<file path="config.mk">
export PLATFORM = sky130hd
export DESIGN_NAME = line_buffer_reader
export DESIGN_NICKNAME = d
export VERILOG_FILES = /design/src/rtl/raycaster_pkg.sv /design/src/rtl/line_buffer_reader_skid_fifo2.sv /design/src/rtl/line_buffer_reader.sv
export SDC_FILE = /design/constraint.sdc
export NUM_CORES = 1
export LEC_CHECK = 0
export CAP_MARGIN = 15
export CORE_MARGIN = 3
export CORE_UTILIZATION = 30
export CTS_BUF_LIST = sky130_fd_sc_hd__clkbuf_2 sky130_fd_sc_hd__clkbuf_4 sky130_fd_sc_hd__clkbuf_8
export CTS_CLUSTER_SIZE = 25
export DETAILED_ROUTE_END_ITERATION = 8
export GPL_ROUTABILITY_DRIVEN = 0
export MAX_ROUTING_LAYER = met4
export PLACE_DENSITY = 0.54
export SKIP_CTS_REPAIR_TIMING = 1
export SLEW_MARGIN = 20
export SYNTH_ARGS = -nofsm -noshare
export SYNTH_HDL_FRONTEND = slang
export SYNTH_SLANG_ARGS = --single-unit
</file>
<file path="constraint.sdc">
create_clock -name clk -period 2.2 [get_ports clk]
set_input_delay 0.55 -clock clk [delete_from_list [all_inputs] [get_ports clk]]
set_output_delay 0.55 -clock clk [all_outputs]
set_load 0.005 [all_outputs]
</file>
<file path="src/rtl/raycaster_pkg.sv">
// Shared definitions for the raycaster line-buffer read path.
package raycaster_pkg;

  localparam int LINE_DEPTH = 320;
  localparam int PIXEL_BITS = 32;

  typedef enum logic [1:0] {
    ST_IDLE  = 2'd0,
    ST_RUN   = 2'd1,
    ST_DRAIN = 2'd2
  } state_t;

endpackage

</file>
<file path="src/rtl/line_buffer_reader_skid_fifo2.sv">
// Two-entry FIFO of {last, data} used as the output skid buffer.
module skid_fifo2 #(
  parameter int W = 33
) (
  input  logic         clk,
  input  logic         rst_n,
  input  logic         push,
  input  logic         pop,
  input  logic [W-1:0] din,
  output logic [W-1:0] dout,
  output logic         full,
  output logic         empty,
  output logic [1:0]   count
);

  logic [W-1:0] mem [2];
  logic         wr_ptr;
  logic         rd_ptr;
  logic         do_push;
  logic         do_pop;

  assign empty   = (count == 2'd0);
  assign full    = (count == 2'd2);
  assign do_pop  = pop & ~empty;
  assign do_push = push & (~full | do_pop);
  assign dout    = mem[rd_ptr];

  // Storage, pointers and occupancy; a simultaneous push and pop keeps count.
  always_ff @(posedge clk or negedge rst_n) begin
    if (!rst_n) begin
      mem[0] <= '0;
      mem[1] <= '0;
      wr_ptr <= 1'b0;
      rd_ptr <= 1'b0;
      count  <= 2'd0;
    end else begin
      if (do_push) begin
        mem[wr_ptr] <= din;
        wr_ptr      <= ~wr_ptr;
      end
      if (do_pop) begin
        rd_ptr <= ~rd_ptr;
      end
      unique case ({do_push, do_pop})
        2'b10:   count <= count + 2'd1;
        2'b01:   count <= count - 2'd1;
        default: count <= count;
      endcase
    end
  end

endmodule

</file>
<file path="src/rtl/line_buffer_reader.sv">
// Read-side sequencer for the line buffer: sweeps raddr 0..DEPTH-1, absorbs
// the RAM's 1-cycle read latency and streams entries out via valid/ready.
// Optional feature macro: PIXEL_DOUBLE_EN (emit each entry twice).
module line_buffer_reader
  import raycaster_pkg::*;
#(
  parameter int SIZE  = PIXEL_BITS,
  parameter int DEPTH = LINE_DEPTH
) (
  input  logic                     clk,
  input  logic                     rst_n,
  input  logic                     start,
  output logic                     busy,
  output logic                     done,
  output logic [$clog2(DEPTH)-1:0] raddr,
  input  logic [SIZE-1:0]          read_data,
  output logic [SIZE-1:0]          out_data,
  output logic                     out_valid,
  input  logic                     out_ready,
  output logic                     out_last
);

  localparam int            AW        = $clog2(DEPTH);
  localparam logic [AW-1:0] LAST_ADDR = AW'(DEPTH - 1);

  state_t      state;
  state_t      state_next;
  logic        inflight;
  logic        inflight_last;
  logic        issue;
  logic        pop;
  logic        hs;
  logic        last_hs;
  logic        fifo_empty;
  logic        fifo_full;
  logic [1:0]  fifo_count;
  logic [2:0]  pending;
  logic [SIZE:0] head;

  skid_fifo2 #(.W(SIZE + 1)) u_fifo (
    .clk   (clk),
    .rst_n (rst_n),
    .push  (inflight),
    .pop   (pop),
    .din   ({inflight_last, read_data}),
    .dout  (head),
    .full  (fifo_full),
    .empty (fifo_empty),
    .count (fifo_count)
  );

  assign out_valid = ~fifo_empty;
  assign out_data  = head[SIZE-1:0];
  assign hs        = out_valid & out_ready;
  assign busy      = (state != ST_IDLE);

`ifdef PIXEL_DOUBLE_EN
  logic second;

  // Tracks which copy of the head entry is being presented.
  always_ff @(posedge clk or negedge rst_n) begin
    if (!rst_n) begin
      second <= 1'b0;
    end else if (hs) begin
      second <= ~second;
    end
  end

  assign pop      = hs & second;
  assign out_last = out_valid & head[SIZE] & second;
`else
  assign pop      = hs;
  assign out_last = out_valid & head[SIZE];
`endif

  assign last_hs = hs & out_last;

  // Credit counts the pop happening this cycle so the FIFO can refill at
  // one entry per cycle while never holding more than two.
  assign pending = {1'b0, fifo_count} + {2'b00, inflight};
  assign issue   = (state == ST_RUN) && !(fifo_full && !pop) &&
                   (pending < (3'd2 + {2'b00, pop}));

  // State register.
  always_ff @(posedge clk or negedge rst_n) begin
    if (!rst_n) begin
      state <= ST_IDLE;
    end else begin
      state <= state_next;
    end
  end

  // Next-state logic; start is only honoured from IDLE.
  always_comb begin
    state_next = state;
    unique case (state)
      ST_IDLE:  if (start) state_next = ST_RUN;
      ST_RUN:   if (issue && (raddr == LAST_ADDR)) state_next = ST_DRAIN;
      ST_DRAIN: if (last_hs) state_next = ST_IDLE;
      default:  state_next = ST_IDLE;
    endcase
  end

  // One read in flight: its data lands in the FIFO on the following edge.
  always_ff @(posedge clk or negedge rst_n) begin
    if (!rst_n) begin
      inflight      <= 1'b0;
      inflight_last <= 1'b0;
    end else begin
      inflight      <= issue;
      inflight_last <= issue && (raddr == LAST_ADDR);
    end
  end

  // Read address: advances on issue, saturates at the final entry, clears in IDLE.
  always_ff @(posedge clk or negedge rst_n) begin
    if (!rst_n) begin
      raddr <= '0;
    end else if (state_next == ST_IDLE) begin
      raddr <= '0;
    end else if (issue && (raddr != LAST_ADDR)) begin
      raddr <= raddr + AW'(1);
    end
  end

  // Completion pulse the cycle after the final word is accepted.
  always_ff @(posedge clk or negedge rst_n) begin
    if (!rst_n) begin
      done <= 1'b0;
    end else begin
      done <= last_hs;
    end
  end

endmodule

</file>
* After elaboration in Yosys (flattened, before gate mapping) *
Index checks and enable logic that the tools add are counted.

cells by class
  order comparisons = 4
  eq/ne operators = 7
  reductions and logical operators = 14
  bitwise operators = 12
  muxes and demuxes = 13
  add/sub/neg operators = 5

operators with widths
  cell                                                       number
  2-to-1 mux 33 bit                                          4
  bitwise mux 66 bit                                         1
  demux 33 bit (select 1 bit)                                1
  2-to-1 mux 9 bit                                           2
  adder 9 x 1 -> 9 bit (second input constant)               1
  == test 9 bit (second input constant)                      1
  inequality test 9 bit (second input constant)              1
  == test 2 bit (second input constant)                      3
  logical AND 1 bit                                          6
  logical NOT 2 bit                                          3
  2-to-1 mux 2 bit                                           3
  case mux 2 bit (3 select lines)                            1
  nonzero test 2 bit                                         3
  bitwise AND 1 bit                                          5
  == test 2 x 1 -> 1 bit (second input constant)             2
  greater-or-equal comparator 2 bit (second input constant)  2
  NOT 1 bit                                                  4
  NOT 1 -> 2 bit                                             2
  case mux 2 bit (2 select lines)                            1
  adder 2 x 1 -> 3 bit                                       1
  adder 2 x 1 -> 3 bit (first input constant)                1
  < comparator 3 bit                                         1
  adder 2 x 1 -> 2 bit (second input constant)               1
  logical NOT 1 bit                                          2
  other kinds (3)                                            3

storage, ports and cells
  word-level logic and storage cells = 65
  output and inout bits = 45
  register bits after elaboration = 84
  bits of input ports = 36

* Longest topological paths before layout *
Gate-level depths: netlist of run 1.

  depth after elaboration = 13
  gate-level depth with buffers = 8
  depth with buffers taken out = 7

* Modules after synthesis *
A second synthesis of run 1 with hierarchy kept.

second synthesis, totals
  cell total of the unflattened synthesis = 271
  area total of the unflattened synthesis = 3,822.4 µm²

modules (own cells, without submodules)
  module              area an instance (µm²)  cells an instance  instances  sequential area each (µm²)
  skid_fifo2          3,071.7                 194                1          1,751.7
  line_buffer_reader  750.7                   77                 1          350.3

* Worst setup path before layout of run 1 *
Ideal clock, no wire load.

  path type = reg2reg
  start point = register u_fifo.count[0]
  end point = register raddr[5]
  period minus slack after synthesis = 1.795 ns
  stages on the path, launching flop included = 8
  arrival = 1.717 ns
  setup slack = 0.405 ns
  library setup time = 0.077 ns
  data required time = 2.123 ns
  path buffers = 0
  cell sequence = dfrtp_1 ha_1 ha_1 nor2_1 and3_4 nand3_4 or4_1 a21oi_1

on the way
  cells in the longest elaborated chain, start to end = 13
  elaborated cells between the ends (all ways) = 22
  classes of those cells = add/sub (2); order compare (1); eq/ne (1); mux (4); bitwise (4); reduce/logical (10)

ends and longest elaborated chain
  item                                                           RTL line                             source
  start, declared                                                line_buffer_reader_skid_fifo2.sv:13  output logic [1:0] count
  start signal, assigned                                         line_buffer_reader_skid_fifo2.sv:45  2'b10: count <= count + 2'd1;
  start signal, assigned                                         line_buffer_reader_skid_fifo2.sv:46  2'b01: count <= count - 2'd1;
  start signal, assigned                                         line_buffer_reader_skid_fifo2.sv:47  default: count <= count;
  branches (longest 13 deep; another with adder 2 x 1 -> 3 bit)  --
  end signal, assigned                                           line_buffer_reader.sv:122            raddr <= raddr + AW'(1);
  end, declared                                                  line_buffer_reader.sv:15             output logic [$clog2(DEPTH)-1:0] raddr,

Several ways; the timed one is not identified.
A chain may end at the register's enable or synchronous reset.

* Final worst setup path of run 1 *
  start point = register u_fifo.rd_ptr
  end point = output port out_last

on the way
  cells in the longest elaborated chain, start to end = 5

ends and longest elaborated chain
  item                                                   RTL line                             source
  start, declared                                        line_buffer_reader_skid_fifo2.sv:18  logic rd_ptr;
  start signal, assigned                                 line_buffer_reader_skid_fifo2.sv:42  rd_ptr <= ~rd_ptr;
  NOT 1 -> 2 bit (not written as such)                   line_buffer_reader_skid_fifo2.sv:26  assign dout = mem[rd_ptr];
  2-to-1 mux 33 bit (not written as such) (3 in series)  line_buffer_reader_skid_fifo2.sv:26
  bitwise AND 1 bit                                      line_buffer_reader.sv:73             assign out_last = out_valid & head[SIZE];
  end, declared                                          line_buffer_reader.sv:20             output logic out_last

No other way between the ends. The select of a mux whose other input is x is not followed.

==> impl_summary.log, run 1 <==
[metrics] fraction of power consumed by sequential logic: 35.7%
[metrics] Total Routed Length: 8300 microns
[metrics] worst-path fanout max: 10
[metrics] clock slew seen by the registers of the worst setup and hold paths: 0.08 ns
[metrics] die outline area: 13800 sq um
[metrics] vertical die dimension: 118 microns
[metrics] number of max-cap violations: 0
[metrics] Synth cell types: 33
[metrics] post-detailed-route DRC marker count: 0
[metrics] portion of total power attributed to combinational logic: 51.1%
[metrics] gate count after technology mapping: 262
[metrics] flops & latches, synth: 84
[metrics] number of nets in the layout: 402
[metrics] final antenna-violating net count: 0
[metrics] category of the critical setup timing path: flip-flop to output pin
[metrics] register-to-register setup slack: 0.23 ns
[metrics] total vias in the final route: 2417
[metrics] antenna fix cells: 0
[metrics] most common cell after layout, fill and taps aside: dfrtp_1
[metrics] RSZ-0062 raised after global routing: true
[metrics] series of cell instances along the critical path: buf_12, mux2i_2, nor2_1, clkdlybuf4s50_1
[metrics] worst path required time: 1.65 ns
[metrics] Detail Placement HPWL: 5270 microns
[metrics] clock insertion delay at the later pin of the skew report: 0.36 ns
[metrics] final global-route overflow total: 0
[metrics] tightest slew margin relative to the limit: 60.0%
[metrics] overall fraction of global-route tracks in use: 12.3%
[metrics] final period demand of the worst path: 2.31 ns
[metrics] leading cell types in the layout, fill and taps excluded: dfrtp_1, mux2_2, clkdlybuf4s50_1
[metrics] first-pass GRT wire length: 13200 microns
[metrics] number of clock sinks seen by CTS: 84
[metrics] worst-case clock skew: 0.00881 ns
[metrics] post-synth design cell area: 3740 sq um
[metrics] TritonCTS clock tree: yes
[metrics] number of buffers added by the clock tree synthesis step: 9
[metrics] effective utilization at floorplan: 30.9%
[metrics] status: complete, but fails checks
[metrics] vias in the first global route: 2570
[metrics] layout cell share with drive strength beyond 1: 32.5%
[metrics] first-pass detailed-route iteration total: 4
[metrics] Highest Clock Rate: 433 MHz
[metrics] HP Class: primary input to asynchronous set/reset pin
[metrics] sum of negative setup slack: -0.112 ns
[metrics] layout overhead on the synthesized area: 39.1%
[metrics] Lkg Pwr: 0.00243 uW
[metrics] wire length per cell after detailed routing: 15.5 microns
[metrics] chip width: 118 microns
[metrics] Net Count, Synth: 302
[metrics] path depth of the worst reg2reg path: 8
[metrics] number of buffers and inverters on the critical path: 2
[metrics] Data arrival, critical path: 1.76 ns
[metrics] count of buffers from port buffering: 80
[metrics] final hold slack: 0.0443 ns
[metrics] top-level port count: 81
[metrics] final-report max-slew violation count: 0
[metrics] crit start category: flip-flop
[metrics] min setup slack post-route: -0.112 ns
[metrics] switching component of the power: 2380 uW
[metrics] Clock H-tree levels: 3
[metrics] filler cell count: 1198
[metrics] synthesized area per cell: 14.3 sq um
[metrics] Placeable Area: 12100 sq um
[metrics] peak supply drop: 0.627 mV
[metrics] critical path capture point type: output pin
[metrics] DRC violation total after the first TritonRoute iteration: 100
[metrics] power density over cell area: 1450 nW/um^2
[metrics] gate family responsible for the most delay along the worst path: buffers and inverters
[metrics] maximum number of pins on one net before global-route repair: 45
[metrics] part of the Yosys area used for sequential elements: 56.2%
[metrics] cell area reported after detailed placement: 4890 sq um
[metrics] total setup violations reported at the end of the flow: 1
[metrics] part of the power in the clock network: 13.2%
[metrics] Yosys warnings: 0
[metrics] average vias per placed instance: 4.53
[metrics] FF+latch area: 2100 sq um
[metrics] area of the multi-input gates: 1590 sq um
[metrics] Site Rows: 40
[metrics] post-route clock period utilization: 105%
[metrics] RR Endpoint: raddr[8]
[metrics] cell with the largest stage delay on the worst path: clkdlybuf4s50_1
[metrics] peak per-stage delay on the critical path: 0.50 ns
[metrics] final hold violation count: 0
[metrics] fraction of power spent switching nets: 31.6%
[metrics] clk buf depth: 2
[metrics] violations in the final reports: setup timing
[metrics] post-route standard cell area excluding fillers: 5200 sq um
[metrics] launch instance of the worst register-to-register path: u_fifo.count[0]
[metrics] root cell of the clock tree: clkbuf_8
[metrics] number of antenna violations at the first check in global routing: 0
[metrics] Internal Power: 5140 uW
[metrics] slew at the pin closest to its max-slew limit: 0.599 ns
kinds of logic after synthesis:
| family | share of synthesized area [%] |
|---|---|
| and+or+nand+nor | 5.93 |
| xor gates and xnor gates | 1.64 |
| AOI/OAI and AO/OA | 2.91 |
| adders and majority gates | 1.34 |
| muxes | 30.1 |
| buffers and inverters | 1.87 |
| DFF | 56.2 |
metrics by stage:
step                      worst slack (ns)  util [%]  cells  power (uW)
final                               -0.112      42.9    534        7510
after global routing                -0.190      42.9    534        8110
after CTS                           -0.211      41.8    531        7680
after detailed placement            -0.423      40.4    516        6630
after global placement              -0.438      40.4    516        6580
after floorplan                      0.405         -    262        4750
flip-flops by register name, indices dropped and copies added, names as in the netlist:
signal and flops:
u_fifo.mem 66, raddr 9, state 2, u_fifo.count 2, done 1, inflight 1, inflight_last 1, u_fifo.rd_ptr 1
u_fifo.wr_ptr 1
routing by layer:
metal	up-vias	GRT usage (%)	routed length (microns)
met1	1209	16.0	4040
met5	-	-	0
met4	0	3.52	112
met2	63	19.0	3870
li1	1136	-	-
met3	9	3.32	270
how the worst max path moves through the flow:
| stage | start | endpoint | slack (ns) | depth (start not counted) |
|---|---|---|---|---|
| global route | u_fifo.rd_ptr | out_last | -0.19 | 4 |
| CTS | u_fifo.rd_ptr | out_last | -0.21 | 4 |
| floorplan | u_fifo.count[0] | raddr[5] | 0.41 | 7 |
| global placement | out_ready | u_fifo.mem[40] | -0.44 | 5 |
| finish | u_fifo.rd_ptr | out_last | -0.11 | 4 |
| detailed placement | out_ready | u_fifo.mem[38] | -0.42 | 5 |
worst register-to-register path, cell delays in order, from the launching register on:
cell,delay [ns]
dfrtp_1,0.38
buf_4,0.16
ha_1,0.18
ha_1,0.17
nor2_1,0.08
and3_4,0.23
nand4_1,0.17
or3_1,0.38
a21oi_1,0.15
cells in the mapped netlist (all sizes together):
cell type  count  area [sq um]
nand3          4          32.5
inv            3          11.3
buf           11          58.8
o211a          1          10.0
or2            1          6.26
nand4          2          12.5
nor2          11          43.8
or3            6          37.5
xnor2          4          35.0
and3           1          11.3
o21ai          7          42.5
mux2          98          1100
mux2i          2          20.0
or3b           2          20.0
and4           1          8.76
o31ai          1          7.51
a21oi          6          41.3
o21bai         1          7.51
xor2           3          26.3
or4            1          7.51
ha             4          50.1
nor4bb         1          10.0
dfrtp         84          2100
nand2          7          31.3
layout make-up:
| cell class | count | share of cell area, % |
|---|---|---|
| clock buffer | 11 | 2.79 |
| multi-input combinational | 165 | 30.6 |
| tap | 168 | 4.04 |
| timing repair buffer | 99 | 21.4 |
| inverter | 3 | 0.217 |
| clock inverter | 4 | 0.505 |
| sequential | 84 | 40.4 |
power groups by stage:
stage / clock network [uW] / logic [uW] / registers (uW)
floorplan: 0 / 2170 / 2580
global placement: 0 / 3920 / 2650
detailed placement: 0 / 3960 / 2670
CTS: 1050 / 3980 / 2650
global route: 1110 / 4220 / 2780
finish: 993 / 3840 / 2680
(Power assumes the default switching activity.)
==> inputs of run 2 (changes only) <==
Settings changed: SYNTH_HIERARCHICAL from default to 1.
==> impl_summary.log, run 2 <==
[metrics] async set-reset flop share out of synthesis: 100%
[metrics] worst-path fanout max: 5
[metrics] Site Rows: 40
[metrics] utilization of the core after routing: 45.4%
[metrics] cell area reported after detailed placement: 4970 sq um
[metrics] min setup slack post-route: -0.0834 ns
[metrics] switching component of the power: 2580 uW
[metrics] largest registers: u_fifo/mem: 66 flops, raddr: 9 flops
[metrics] gate count after technology mapping: 271
[metrics] HP Class: primary input to asynchronous set/reset pin
[metrics] peak supply drop: 0.654 mV
[metrics] fraction of power consumed by sequential logic: 32.1%
[metrics] vertical die dimension: 119 microns
[metrics] leading cell types in the layout, fill and taps excluded: mux2_2, dfrtp_1, clkdlybuf4s50_1
[metrics] number of buffers added by the clock tree synthesis step: 9
[metrics] layout cell share with drive strength beyond 1: 47.6%
[metrics] category of the critical setup timing path: flip-flop to output pin
[metrics] RSZ-0062 raised after global routing: true
[metrics] number of max-cap violations: 0
[metrics] final global-route overflow total: 0
[metrics] fraction of power spent switching nets: 30.6%
[metrics] part of the Yosys area used for sequential elements: 55.0%
[metrics] count of buffers from port buffering: 80
[metrics] number of clock sinks seen by CTS: 84
[metrics] portion of total power attributed to combinational logic: 55.0%
[metrics] final hold violation count: 0
[metrics] final antenna-violating net count: 0
[metrics] clock insertion delay at the later pin of the skew report: 0.36 ns
[metrics] effective utilization at floorplan: 31.3%
[metrics] leading cell types by total area after synthesis: dfrtp_1, mux2_2, mux2_1, ha_1, a21oi_1
[metrics] vias in the first global route: 2691
[metrics] clk buf depth: 2
[metrics] synthesized area per cell: 14.1 sq um
[metrics] layout overhead on the synthesized area: 44.9%
[metrics] Detail Placement HPWL: 5600 microns
[metrics] status: complete, but fails checks
[metrics] average vias per placed instance: 4.66
[metrics] number of antenna violations at the first check in global routing: 0
[metrics] filler cell count: 1169
[metrics] final period demand of the worst path: 2.28 ns
[metrics] worst-case clock skew: 0.00916 ns
[metrics] violations in the final reports: setup timing
[metrics] post-route clock period utilization: 104%
[metrics] post-detailed-route DRC marker count: 0
[metrics] Internal Power: 5840 uW
[metrics] flops & latches, synth: 84
[metrics] chip width: 119 microns
[metrics] clock slew seen by the registers of the worst setup and hold paths: 0.08 ns
[metrics] top cells by count, synth: mux2_2, dfrtp_1, a21oi_1
[metrics] TritonCTS clock tree: yes
[metrics] Net Count, Synth: 311
[metrics] total vias in the final route: 2614
[metrics] maximum number of pins on one net before global-route repair: 42
[metrics] total setup violations reported at the end of the flow: 5
[metrics] tightest slew margin relative to the limit: 72.4%
[metrics] crit start category: flip-flop
[metrics] first-pass detailed-route iteration total: 4
[metrics] post-synth design cell area: 3820 sq um
[metrics] Synth cell types: 35
[metrics] Clock H-tree levels: 3
[metrics] pre-CTS setup slack: -0.484 ns
[metrics] max reg flops: 66
[metrics] Placeable Area: 12200 sq um
[metrics] most frequently used flop master after synthesis: dfrtp_1
[metrics] Total Routed Length: 8790 microns
[metrics] part of the power in the clock network: 12.9%
[metrics] first-pass GRT wire length: 14000 microns
[metrics] slew at the pin closest to its max-slew limit: 0.414 ns
[metrics] cell accounting for the most synthesized area: dfrtp_1
[metrics] Yosys warnings: 6
[metrics] worst path required time: 1.65 ns
[metrics] wire length per cell after detailed routing: 15.7 microns
[metrics] power density over cell area: 1520 nW/um^2
[metrics] final-report max-slew violation count: 0
[metrics] Lkg Pwr: 0.00250 uW
[metrics] register-to-register setup slack: -0.02 ns
[metrics] number of nets in the layout: 430
[metrics] Highest Clock Rate: 438 MHz
[metrics] DRC violation total after the first TritonRoute iteration: 102
[metrics] Data arrival, critical path: 1.73 ns
[metrics] Post-synth EDFFs: 0
[metrics] top-level port count: 81
[metrics] cell with the most instances after synthesis: mux2_2
[metrics] root cell of the clock tree: clkbuf_8
[metrics] die outline area: 14100 sq um
[metrics] antenna fix cells: 0
[metrics] register ranked first by flip-flop count: u_fifo/mem
[metrics] overall fraction of global-route tracks in use: 13.0%
[metrics] post-synth top area share: 55.0%
[metrics] critical path capture point type: output pin
[metrics] most common cell after layout, fill and taps aside: mux2_2
[metrics] post-route standard cell area excluding fillers: 5540 sq um
[run 2: routing by layer]
metal  track usage [%]  vias up  wire length, microns
li1                  -     1223                     -
met1              15.7     1333                  3890
met2              20.6       51                  4440
met3              4.61        7                   369
met4              4.13        0                    92
met5                 -        -                     0
[run 2: critical path: stages, from the launching register on]
cell and delay, ns:
dfrtp_2 0.44, buf_12 0.15, clkbuf_16 0.15, buf_6 0.11
buf_6 0.11, mux2_4 0.29, buf_6 0.11
[run 2: power by group through the flow]
stage	Sequential, uW	Combinational [uW]	Clock, uW
final	2700	4630	1090
after floorplan	2620	2340	0
after detailed placement	2730	4130	0
after global routing	2820	5050	1200
after global placement	2690	4090	0
after CTS	2700	4150	1160
[run 2: worst paths after layout]
kind                            cells after the start              to            start
worst max-delay path                                6    out_data[13]    u_fifo/rd_ptr
worst min-delay path                                1        raddr[4]            rst_n
worst max register to register                      6        raddr[6]  u_fifo/count[0]
worst min register to register                      1  u_fifo/mem[42]   u_fifo/mem[42]
max in group asynchronous                           2  u_fifo/mem[27]            rst_n
min in group clk                                    1  u_fifo/mem[42]   u_fifo/mem[42]
[run 2: cell type report]
type	count	area (sq um)	area share, %
clock buffers	11	145	2.62
clock inverters	3	40.0	0.723
inverters	4	15.0	0.271
multi-input cells	170	1740	31.4
flip-flops and latches	84	2100	38.0
well taps	168	210	3.79
repair buffers	121	1290	23.2
[run 2: cells by family (layout without fill, tap and decap cells)]
kind of cell / Yosys count / in the layout / share of synthesized area, %
and+or+nand+nor: 40 / 40 / 7.04
muxes: 99 / 99 / 29.2
xor gates and xnor gates: 5 / 5 / 1.15
AOI/OAI and AO/OA: 21 / 22 / 3.40
DFF: 84 / 84 / 55.0
buffers and inverters: 18 / 139 / 2.95
adders and majority gates: 4 / 4 / 1.31
[run 2: metrics by stage]
stage	setup TNS [ns]	power (uW)	hold WS, ns	cells
6_report	-0.212	8420	0.111	561
5_1_grt	-0.743	9070	0.105	561
3_3_place_gp	-13.86	6780	0.464	525
4_1_cts	-7.20	8010	0.103	539
2_1_floorplan	0	4960	0.254	271
3_5_place_dp	-13.89	6860	0.471	525
